--- src/rtl/dmem_store_tracer.sv ---
// dmem_store_tracer: FWFT FIFO capturing {pc, addr, data} of every dmem store, with sticky overflow and saturating drop counter
// Ports:
//   clock, reset (sync, active-low)
//   enable, pc, dmem_address, dmem_data, dmem_wren  - store capture inputs
//   trace_valid/trace_ready, trace_pc/addr/data      - head-entry read handshake (zeroed when empty)
//   fill_count, overflow, drop_count                 - occupancy and loss status
module dmem_store_tracer #(
    parameter int DEPTH      = 8,
    parameter int ADDR_WIDTH = 12,
    parameter int DATA_WIDTH = 32
) (
    input  logic                     clock,
    input  logic                     reset,
    input  logic                     enable,
    input  logic [DATA_WIDTH-1:0]    pc,
    input  logic [ADDR_WIDTH-1:0]    dmem_address,
    input  logic [DATA_WIDTH-1:0]    dmem_data,
    input  logic                     dmem_wren,
    output logic                     trace_valid,
    input  logic                     trace_ready,
    output logic [DATA_WIDTH-1:0]    trace_pc,
    output logic [ADDR_WIDTH-1:0]    trace_addr,
    output logic [DATA_WIDTH-1:0]    trace_data,
    output logic [$clog2(DEPTH):0]   fill_count,
    output logic                     overflow,
    output logic [7:0]               drop_count
);
    localparam int PW = $clog2(DEPTH);

    logic [DATA_WIDTH-1:0] mem_pc   [DEPTH];
    logic [ADDR_WIDTH-1:0] mem_addr [DEPTH];
    logic [DATA_WIDTH-1:0] mem_data [DEPTH];
    logic [PW-1:0]         wr_ptr, rd_ptr;
    logic                  push, pop, full, accept, drop;

    always_comb begin
        push        = enable & dmem_wren;
        trace_valid = fill_count != '0;
        pop         = trace_valid & trace_ready;
        full        = fill_count == (PW+1)'(DEPTH);
        // a pop frees the slot at the same edge, so a full FIFO still accepts
        accept      = push & (~full | pop);
        drop        = push & full & ~pop;
        trace_pc    = trace_valid ? mem_pc[rd_ptr]   : '0;
        trace_addr  = trace_valid ? mem_addr[rd_ptr] : '0;
        trace_data  = trace_valid ? mem_data[rd_ptr] : '0;
    end

    always_ff @(posedge clock) begin
        if (accept) begin
            mem_pc[wr_ptr]   <= pc;
            mem_addr[wr_ptr] <= dmem_address;
            mem_data[wr_ptr] <= dmem_data;
        end
    end

    always_ff @(posedge clock) begin
        if (!reset) begin
            wr_ptr     <= '0;
            rd_ptr     <= '0;
            fill_count <= '0;
            overflow   <= 1'b0;
            drop_count <= '0;
        end else begin
            if (accept) wr_ptr <= wr_ptr + 1'b1;
            if (pop) rd_ptr <= rd_ptr + 1'b1;
            if (accept & ~pop) fill_count <= fill_count + 1'b1;
            else if (pop & ~accept) fill_count <= fill_count - 1'b1;
            if (drop) overflow <= 1'b1;
            if (drop && drop_count != 8'hff) drop_count <= drop_count + 1'b1;
        end
    end
endmodule

--- config.mk ---
export PLATFORM = sky130hd
export DESIGN_NAME = dmem_store_tracer
export DESIGN_NICKNAME = d
export VERILOG_FILES = /design/src/rtl/dmem_store_tracer.sv
export SDC_FILE = /design/constraint.sdc
export NUM_CORES = 1
export LEC_CHECK = 0
export CAP_MARGIN = 10
export CORE_ASPECT_RATIO = 2
export CORE_MARGIN = 4
export CORE_UTILIZATION = 53
export DETAILED_ROUTE_END_ITERATION = 6
export GPL_ROUTABILITY_DRIVEN = 1
export PLACE_DENSITY = 0.72
export SYNTH_ARGS = -nofsm -noshare
export SYNTH_HDL_FRONTEND = slang
export SYNTH_SLANG_ARGS = --single-unit
--- constraint.sdc ---
create_clock -name clock -period 10.1 [get_ports clock]
set_input_delay 2.02 -clock clock [delete_from_list [all_inputs] [get_ports clock]]
set_output_delay 2.02 -clock clock [all_outputs]
set_load 0.02 [all_outputs]
Word level (Yosys, flattened, before mapping) --
Memories as Yosys holds them, arrays and structs flattened. A register that Yosys moved wholly into a read port is not among the register bits. Cells that the tools add are included.
Word-level totals: memories kept 3, input bits 81, bits in registers 19, output and inout bits 90, memory bits (writable) 608
Cells by class: bitwise gates (word level) 11, reduce and logical (&&, ||, !) cells 3, add/sub/neg operators 5, equal/unequal tests 2, mux-type cells 13
Memory list:
- mem_data | words 8, bits a word 32, read ports 1, clocked after memory_dff 1, wr ports 1, RTL line 32 | logic [DATA_WIDTH-1:0] mem_data [DEPTH];
- mem_pc | words 8, bits a word 32, read ports 1, clocked after memory_dff 1, wr ports 1, RTL line 30 | logic [DATA_WIDTH-1:0] mem_pc [DEPTH];
- mem_addr | words 8, bits a word 12, read ports 1, clocked after memory_dff 1, wr ports 1, RTL line 31 | logic [ADDR_WIDTH-1:0] mem_addr [DEPTH];
Operators with widths (number):
- $mux 32 | 2
- $mux 3 | 6
- $mux 12 | 1
- $add 8x1->8 const B | 1
- $mux 4 | 2
- $ne 8x8->1 const B | 1
- $and 1x1->1 | 7
- $add 3x1->3 const B | 2
- $add 4x1->4 const B | 1
- $eq 4x4->1 const B | 1
- $reduce_bool 4->1 | 1
- $sub 4x1->4 const B | 1
- $not 1->1 | 3
- $mux 1 | 2
- $reduce_bool 2->1 | 1
- $logic_and 1x1->1 | 1
- $or 1x1->1 | 1

Logic depth before layout (Yosys ltp) --
Gate-level depths: netlist of run 1.
depth in word-level cells 8, mapped depth 11, mapped depth without buffers 11

Worst setup path after synthesis of run 1 --
Ideal clock, no wire load.
path kind input -> register, start point input trace_ready, end point memory mem_addr[0][0] (enable), stages 3, data required time 9403 ps, arrival time 9471 ps, path buffers 0, setup time 697 ps, path slack -69 ps, cells stage by stage nor2b_1 a21o_1 nor4_1
On the way: word-level cells in the longest chain between the ends 5
Ends and longest elaborated chain:
- from (decl) | RTL line 20 | input logic trace_ready,
- $and 1x1->1 | RTL line 39 | pop = trace_valid & trace_ready;
- $or 1x1->1 | RTL line 42 | accept = push & (~full | pop);
- $and 1x1->1 | RTL line 42
- $mux 1 | RTL line 50 | if (accept) begin
- $mux 1 (not written as such) | RTL line 52 | mem_addr[wr_ptr] <= dmem_address;
- to (decl) | RTL line 31
Every way passes these cells.

==> results of run 1 <==
[registers in the layout, summed over array words and instances, names as in the netlist, named ones only]
| register | cells |
|---|---|
| drop_count | 8 |
| fill_count | 4 |
| mem_addr | 96 |
| mem_data | 256 |
| mem_pc | 256 |
| overflow | 1 |
| rd_ptr | 3 |
| wr_ptr | 3 |
[cells in the mapped netlist (4+ instances only)]
| cell | count |
|---|---|
| sky130_fd_sc_hd__ha_1 | 6 |
| sky130_fd_sc_hd__nor3_1 | 6 |
| sky130_fd_sc_hd__buf_1 | 12 |
| sky130_fd_sc_hd__mux2i_1 | 79 |
| sky130_fd_sc_hd__nand2b_1 | 4 |
| sky130_fd_sc_hd__buf_2 | 16 |
| sky130_fd_sc_hd__nor2_1 | 94 |
| sky130_fd_sc_hd__a21oi_1 | 9 |
| sky130_fd_sc_hd__mux4_2 | 152 |
| sky130_fd_sc_hd__dfxtp_1 | 22 |
| sky130_fd_sc_hd__inv_1 | 4 |
| sky130_fd_sc_hd__nand2_1 | 13 |
| sky130_fd_sc_hd__edfxtp_1 | 608 |
| sky130_fd_sc_hd__nand3_1 | 6 |
| sky130_fd_sc_hd__clkbuf_1 | 25 |
[logic make-up after synthesis]
group | Yosys count | synth area share
AO/OA/AOI/OAI | 23 | 0.00635
XOR/XNOR | 5 | 0.00182
adder cells (fa/ha/maj) | 7 | 0.00396
buffers and inverters | 59 | 0.0104
flip-flops | 630 | 0.778
multiplexers | 231 | 0.175
AND/OR/NAND/NOR | 135 | 0.0241
[cell type report]
class | instances | area, um^2
Sequential cell | 630 | 18700
Clock inverter | 30 | 233
Clock buffer | 62 | 1320
Inverter | 5 | 18.8
Tap cell | 560 | 701
Timing Repair Buffer | 190 | 1850
Multi-Input combinational cell | 401 | 5150
Antenna cell | 3 | 7.51
Fill cell | 3059 | 17000
[metrics by stage]
| step | utilization | cell area, um^2 | cells | hold slack [ns] |
|---|---|---|---|---|
| floorplan | - | 24000 | 1090 | 0.454 |
| global placement | 0.587 | 26400 | 1786 | 0.451 |
| detailed placement | 0.587 | 26400 | 1786 | 0.473 |
| CTS | 0.622 | 28000 | 1878 | 0.483 |
| global route | 0.622 | 28000 | 1880 | 0.501 |
| finish | 0.622 | 28000 | 1881 | 0.486 |
[where the power goes]
group | total [W] | internal [W] | switching, W
combinational | 0.00167 | 0.000792 | 0.000880
sequential | 0.00297 | 0.00292 | 0.0000551
clock | 0.00187 | 0.00101 | 0.000864
total | 0.00652 | 0.00472 | 0.00180
[metal layers]
metal  up-vias  share of wire
li1       4876              -
met1      5834           0.39
met2       339           0.54
met3        63          0.048
met4         2          0.024
met5         -        0.00027
[critical path, stage by stage, from the launching register on]
cell	delay, ns
sky130_fd_sc_hd__dfxtp_4	0.69
sky130_fd_sc_hd__buf_4	0.86
sky130_fd_sc_hd__mux4_2	0.37
sky130_fd_sc_hd__mux2i_1	0.07
sky130_fd_sc_hd__nor2_1	0.36
sky130_fd_sc_hd__clkdlybuf4s50_1	0.69
[path summary, 6_finish.rpt]
kind | slack (ns) | start | depth (start not counted) | to
setup / recovery | 4.40 | flip-flop | 5 | trace_addr[6]
hold / removal | 0.49 | overflow | 2 | overflow
setup reg to reg | 6.02 | fill_count[0] | 12 | fill_count[3]
hold reg to reg | 0.49 | overflow | 2 | overflow
==> impl_results.rst, run 1 <==
.. list-table::
   :header-rows: 1

   * - Metric
     - Value
   * - Overall overflow remaining after global route
     - 0
   * - Power Total
     - 0.00652 W
   * - Setup repair after global routing missed its margin
     - false
   * - Summed negative setup slack over all endpoints
     - 0 ns
   * - Sequential element share of the synthesized area
     - 0.778
   * - Number of buffers inserted during clock tree synthesis
     - 51
   * - Asr flop ratio synth
     - 0
   * - Final max-slew violation count
     - 0
   * - Number of setup violations in the final report
     - 0
   * - Post-CTS setup repair buffer count
     - 0
   * - Clock-pin transition on the worst setup and hold timing paths
     - 0.06 ns
   * - Resize count post-CTS
     - 0
   * - Top cells by area, synth
     - sky130_fd_sc_hd__edfxtp_1, sky130_fd_sc_hd__mux4_2, sky130_fd_sc_hd__mux2i_1
   * - DR vias/cell
     - 5.91
   * - Net total in the final layout
     - 1367
   * - Count of buffers from port buffering
     - 170
   * - Met2 Use GR
     - 0.346
   * - Max cap viols
     - 0
   * - Nature of the critical path startpoint
     - flip-flop
   * - Pin count of the biggest net entering global routing
     - 69
   * - Total clock sinks
     - 630
   * - Layout overhead on the synthesized area
     - 16.5%
   * - Global routing usage on met1
     - 0.267
   * - Hold_buf cts
     - 0
   * - Fraction of final layout cells sized beyond drive strength 1
     - 0.193
   * - Per-cell routed wire length
     - about 25 um
   * - Avg Inst Size Synth
     - between 20 and 25 um^2
   * - Initial DRC count
     - about 920
   * - Detailed-route wire length
     - between 40000 and 50000 um
   * - Crit path time final
     - between 5 and 6 ns
   * - Distinct cell type count of the synthesized netlist
     - 40
   * - Type of the tightest min-delay check
     - flip-flop to flip-flop
   * - Reported leakage power
     - 8.47 nW
   * - Number of primary I/O pins
     - between 150 and 200
   * - Setup slack of the critical path after layout
     - between 4 and 5 ns
   * - H-tree Lvls
     - 2
   * - Detailed-route DRC error count
     - 0
   * - Critical setup path kind
     - flip-flop to primary output
   * - Achievable Freq
     - 0.176 GHz
   * - Net count after synthesis
     - 1178
   * - Die height
     - between 300 and 400 um
   * - Cell taking the most area after synthesis
     - sky130_fd_sc_hd__edfxtp_1
   * - Synthesized area
     - 24000 um^2
   * - CTS tree
     - yes
   * - Antenna violations before repair
     - 4
   * - Pre-antenna DRT Iters
     - 5
   * - Crit path DAT
     - 3.68 ns
   * - Final clock skew
     - 0.0191 ns
   * - Area share of the leading cell type in the synthesized netlist
     - 0.760
   * - Vias in the first global route
     - between 10000 and 15000
   * - Total via count in the routed design
     - about 11000
   * - Die outline area
     - slightly below 50000 um^2
   * - Leading cell type in the layout, fill and taps excluded
     - sky130_fd_sc_hd__edfxtp_1
   * - Number of instances in the synthesized netlist
     - 1090
   * - Fraction of the cycle the final worst path needs
     - 0.564
   * - Sum of net half-perimeters after detailed placement
     - 26300 um
   * - Maximum VDD drop
     - between 0.0002 and 0.00025 V
   * - Overall track demand over capacity in global routing
     - 0.200
   * - Met3 layer usage reported by global route
     - 0.0288
   * - Post-synth EDFFs
     - 608
   * - Outcome
     - completed
   * - Clock tree root buffer cell
     - sky130_fd_sc_hd__clkbuf_16
   * - Placeable Area
     - 45000 um^2
   * - Top flip-flop cell by instance count after synthesis
     - sky130_fd_sc_hd__edfxtp_1
   * - Final weighted congestion in routability-driven placement
     - 0.746
   * - Bufs on Longest Clock Path
     - 3
   * - Sort of element at the end of the critical path
     - primary output
   * - P per Cell Area
     - approximately 230 nW/um^2
   * - Most Crowded Layer GR
     - met2
   * - Largest fanout on the critical path
     - 68
   * - Width of the die
     - ~160 um
   * - Required time at the worst-slack endpoint
     - 8.08 ns
   * - Most frequent cells in the layout
     - sky130_fd_sc_hd__edfxtp_1, sky130_fd_sc_hd__clkdlybuf4s50_1, sky130_fd_sc_hd__mux4_2, sky130_fd_sc_hd__nor2_1, sky130_fd_sc_hd__mux2i_1
   * - Flops & latches, synth
     - between 600 and 700
   * - Remaining max-slew budget at the tightest pin
     - 0.297
   * - Antenna-violating nets left
     - 0
   * - Synthesis warning total
     - 0
   * - Initial Util
     - 0.534
   * - Global-route wire length before repair
     - 73300 um
   * - Worst-Margin Slew
     - 1.05 ns
   * - Cell row count
     - 110
   * - Clock latency of the later-clocked register in the worst-skew pair
     - ~0.58 ns
   * - Setup Slack @ Placement
     - 4.62 ns
   * - Fin. Hold Viols
     - 0
No activity file was read; power rests on OpenSTA's default activity.
==> run 2: changes to the inputs <==
- clock period: 10.1 -> 4.6 ns (I/O delays scaled with it)
==> run 2 against run 1 <==
Compared with the run above:
- largest power group unchanged
- clock skew is 0.0074 ns lower
- routed wire length increased by 1.2%
- die area unchanged
- sequential power grew 120%
==> impl_results.rst, run 2 (synthesized netlist as in run 1, its figures left out) <==
.. list-table::
   :header-rows: 1

   * - Metric
     - Value
   * - Worst-Margin Slew
     - 0.872 ns (was 1.05 ns)
   * - Final weighted congestion in routability-driven placement
     - 0.742 (was 0.746)
   * - Cell area after placement
     - 26700 um^2 (was 26400 um^2)
   * - Final max-slew violation count
     - 0 (unchanged)
   * - Outcome
     - completed (unchanged)
   * - H-tree Lvls
     - 2 (unchanged)
   * - Antenna-violating nets left
     - 0 (unchanged)
   * - Worst Hold Path Cells
     - 2 (unchanged)
   * - Net load switching power
     - 0.00399 W (was 0.00180 W)
   * - Summed negative setup slack over all endpoints
     - 0 ns (unchanged)
   * - Remaining max-slew budget at the tightest pin
     - 0.414 (was 0.297)
   * - Fin. Hold Viols
     - 0 (unchanged)
   * - CTS tree
     - yes (unchanged)
   * - Critical setup path kind
     - flip-flop to primary output (unchanged)
   * - Max cap viols
     - 0 (unchanged)
   * - Hold_buf cts
     - 0 (unchanged)
   * - Cell row count
     - 110 (unchanged)
   * - Number of buffers inserted during clock tree synthesis
     - 50 (was 51)
   * - Flop2flop setup slack
     - 1.36 ns (was 6.02 ns)
   * - Placeable Area
     - 45000 um^2 (unchanged)
   * - Layout overhead on the synthesized area
     - 17.4% (was 16.5%)
   * - Power Total
     - 0.0144 W (was 0.00652 W)
   * - Launch point of the worst hold path
     - overflow (unchanged)
   * - Initial DRC count
     - 990 (was 917)
   * - Achievable Freq
     - roughly 0.24 GHz
   * - Number of primary I/O pins
     - 171 (unchanged)
   * - Sort of element at the end of the critical path
     - primary output (unchanged)
   * - Detailed-route DRC error count
     - 0 (unchanged)
   * - Bufs on Longest Clock Path
     - 3 (unchanged)
   * - Critical R2R Launch
     - fill_count[0] (unchanged)
   * - Placed cell count
     - 1797 (was 1786)
   * - Combinational fraction of design power
     - 0.263 (was 0.257)
   * - Pre-antenna DRT Iters
     - 5 (unchanged)
   * - Die height
     - 309 um (unchanged)
   * - Most frequent cells in the layout
     - sky130_fd_sc_hd__edfxtp_1, sky130_fd_sc_hd__clkdlybuf4s50_1, sky130_fd_sc_hd__mux4_2, sky130_fd_sc_hd__nor2_1, sky130_fd_sc_hd__mux2i_1 (unchanged)
   * - Maximum VDD drop
     - 0.000343 V (was 0.000208 V)
   * - Number of setup violations in the final report
     - 0 (unchanged)
   * - Vias in the first global route
     - 12174 (was 12020)
   * - Die outline area
     - 49000 um^2 (unchanged)
   * - Post-Route Hold Slack
     - 0.487 ns (was 0.486 ns)
   * - Leading cell type in the layout, fill and taps excluded
     - sky130_fd_sc_hd__edfxtp_1 (unchanged)
   * - Filler-free cell count of the finished design
     - 1888 (was 1881)
   * - End of the worst register-to-register path
     - fill_count[3] (unchanged)
   * - Width of the die
     - 159 um (unchanged)
   * - Net Sw Frac
     - 0.277 (was 0.276)
   * - Final clock skew
     - 0.0117 ns (was 0.0191 ns)
   * - Crit path time final
     - 4.10 ns
   * - Worst reg2reg path depth
     - 11 (was 12)
   * - Post-CTS setup repair buffer count
     - 0 (unchanged)
   * - Initial Util
     - 0.534 (unchanged)
   * - Sum of net half-perimeters after detailed placement
     - 28200 um (was 26300 um)
   * - Per-cell routed wire length
     - 25.6 um (was 25.4 um)
   * - Hold Path Sink
     - overflow (unchanged)
   * - Setup repair after global routing missed its margin
     - false (unchanged)
   * - Detailed-route wire length
     - 48400 um (was 47800 um)
   * - Overall track demand over capacity in global routing
     - 0.201 (was 0.200)
   * - Clk network pwr share
     - 0.284 (was 0.287)
   * - Fraction of the cycle the final worst path needs
     - 0.891
   * - Number of filler cells placed in the layout
     - 2999 (was 3059)
   * - Antenna violations before repair
     - 2 (was 4)
   * - Clock tree root buffer cell
     - sky130_fd_sc_hd__clkbuf_16 (unchanged)
   * - Clock latency of the later-clocked register in the worst-skew pair
     - 0.57 ns (was 0.58 ns)
   * - Total clock sinks
     - 630 (unchanged)
   * - Resize count post-CTS
     - 0 (unchanged)
   * - Crit path DAT
     - 3.18 ns (was 3.68 ns)
   * - Net total in the final layout
     - 1377 (was 1367)
   * - Overall overflow remaining after global route
     - 0 (unchanged)
   * - Total via count in the routed design
     - 11321 (was 11114)
   * - Reported leakage power
     - 8.55 nW (was 8.47 nW)
   * - Nature of the critical path startpoint
     - flip-flop (unchanged)
   * - Required time at the worst-slack endpoint
     - 3.68 ns (was 8.08 ns)
   * - DR vias/cell
     - 6.00 (was 5.91)
   * - Fraction of final layout cells sized beyond drive strength 1
     - 0.203 (was 0.193)
   * - Largest fanout on the critical path
     - 23 (was 68)
   * - P_int
     - 0.0104 W (was 0.00472 W)
   * - Clock-pin transition on the worst setup and hold timing paths
     - 0.07 ns (was 0.06 ns)
   * - Global-route wire length before repair
     - 73700 um (was 73300 um)
   * - Pin count of the biggest net entering global routing
     - 77 (was 69)
   * - Sequential Power Share
     - 0.453 (was 0.456)
   * - P per Cell Area
     - 511 nW/um^2 (was 233 nW/um^2)
   * - Type of the tightest min-delay check
     - flip-flop to flip-flop (unchanged)
   * - Biggest registers after layout
     - mem_data: 256 flops, mem_pc: 256 flops, mem_addr: 96 flops (unchanged)
   * - Final instance area
     - 28200 um^2 (was 28000 um^2)
   * - Count of buffers from port buffering
     - 170 (unchanged)
## run 2: changes by cell type in the layout (fill, tap and decap cells not counted), moves of 2 or more
| cell | before | now |
|---|---|---|
| sky130_fd_sc_hd__buf_12 | 0 | 10 |
| sky130_fd_sc_hd__clkinv_1 | 16 | 11 |
| sky130_fd_sc_hd__nor3_2 | 4 | 0 |
| sky130_fd_sc_hd__nor3_4 | 0 | 4 |
| sky130_fd_sc_hd__clkinv_2 | 5 | 8 |
| sky130_fd_sc_hd__clkinvlp_4 | 2 | 4 |
| sky130_fd_sc_hd__diode_2 | 3 | 1 |
## run 2: stage by stage
step / utilization / worst slack, ns
after floorplan: - / -0.614
after global placement: 0.592 / 1.01
after detailed placement: 0.592 / 0.999
after CTS: 0.627 / 0.378
after global routing: 0.627 / 0.285
final: 0.627 / 0.502
## run 2: power groups by stage
stage | Combinational (W) | Sequential, W | Clock [W]
detailed placement | 0.00386 | 0.00666 | 0
floorplan | 0.00228 | 0.00659 | 0
global placement | 0.00384 | 0.00666 | 0
CTS | 0.00388 | 0.00654 | 0.00417
global route | 0.00407 | 0.00655 | 0.00440
finish | 0.00379 | 0.00653 | 0.00409
## run 2: how the worst max path moves through the flow
stage | start | end | slack, ns | depth (start not counted)
after floorplan | trace_ready | mem_addr[7][0] | -0.61 | 5
after global placement | flip-flop | trace_data[0] | 1.01 | 5
after detailed placement | trace_ready | fill_count[3] | 1.0 | 11
after CTS | flip-flop | trace_data[0] | 0.38 | 5
after global routing | flip-flop | trace_data[0] | 0.28 | 5
final | flip-flop | trace_data[0] | 0.50 | 5
## run 2: cell type report
class,count,area [um^2],area share
Timing Repair Buffer,201,2060,0.0730
Inverter,5,18.8,0.000665
Antenna cell,1,2.50,0.0000887
Sequential cell,630,18700,0.663
Clock inverter,30,249,0.00883
Multi-Input combinational cell,401,5170,0.183
Tap cell,560,701,0.0248
Clock buffer,60,1290,0.0457
## run 2: worst max-delay path: stages, from the launching register on
cell,delay [ns]
sky130_fd_sc_hd__dfxtp_4,0.63
sky130_fd_sc_hd__buf_4,0.50
sky130_fd_sc_hd__mux4_2,0.57
sky130_fd_sc_hd__mux2i_1,0.27
sky130_fd_sc_hd__nor2_1,0.07
sky130_fd_sc_hd__clkdlybuf4s50_1,0.55
## run 2: layer usage
| layer | wire length (um) | up-vias | track usage | share of wire |
|---|---|---|---|---|
| met5 | 13 | - | 0 | 0.00027 |
| met4 | 989 | 2 | 0.0514 | 0.020 |
| met3 | 2490 | 60 | 0.0266 | 0.051 |
| met2 | 26600 | 375 | 0.359 | 0.55 |
| met1 | 18200 | 5991 | 0.261 | 0.38 |
| li1 | - | 4893 | - | - |
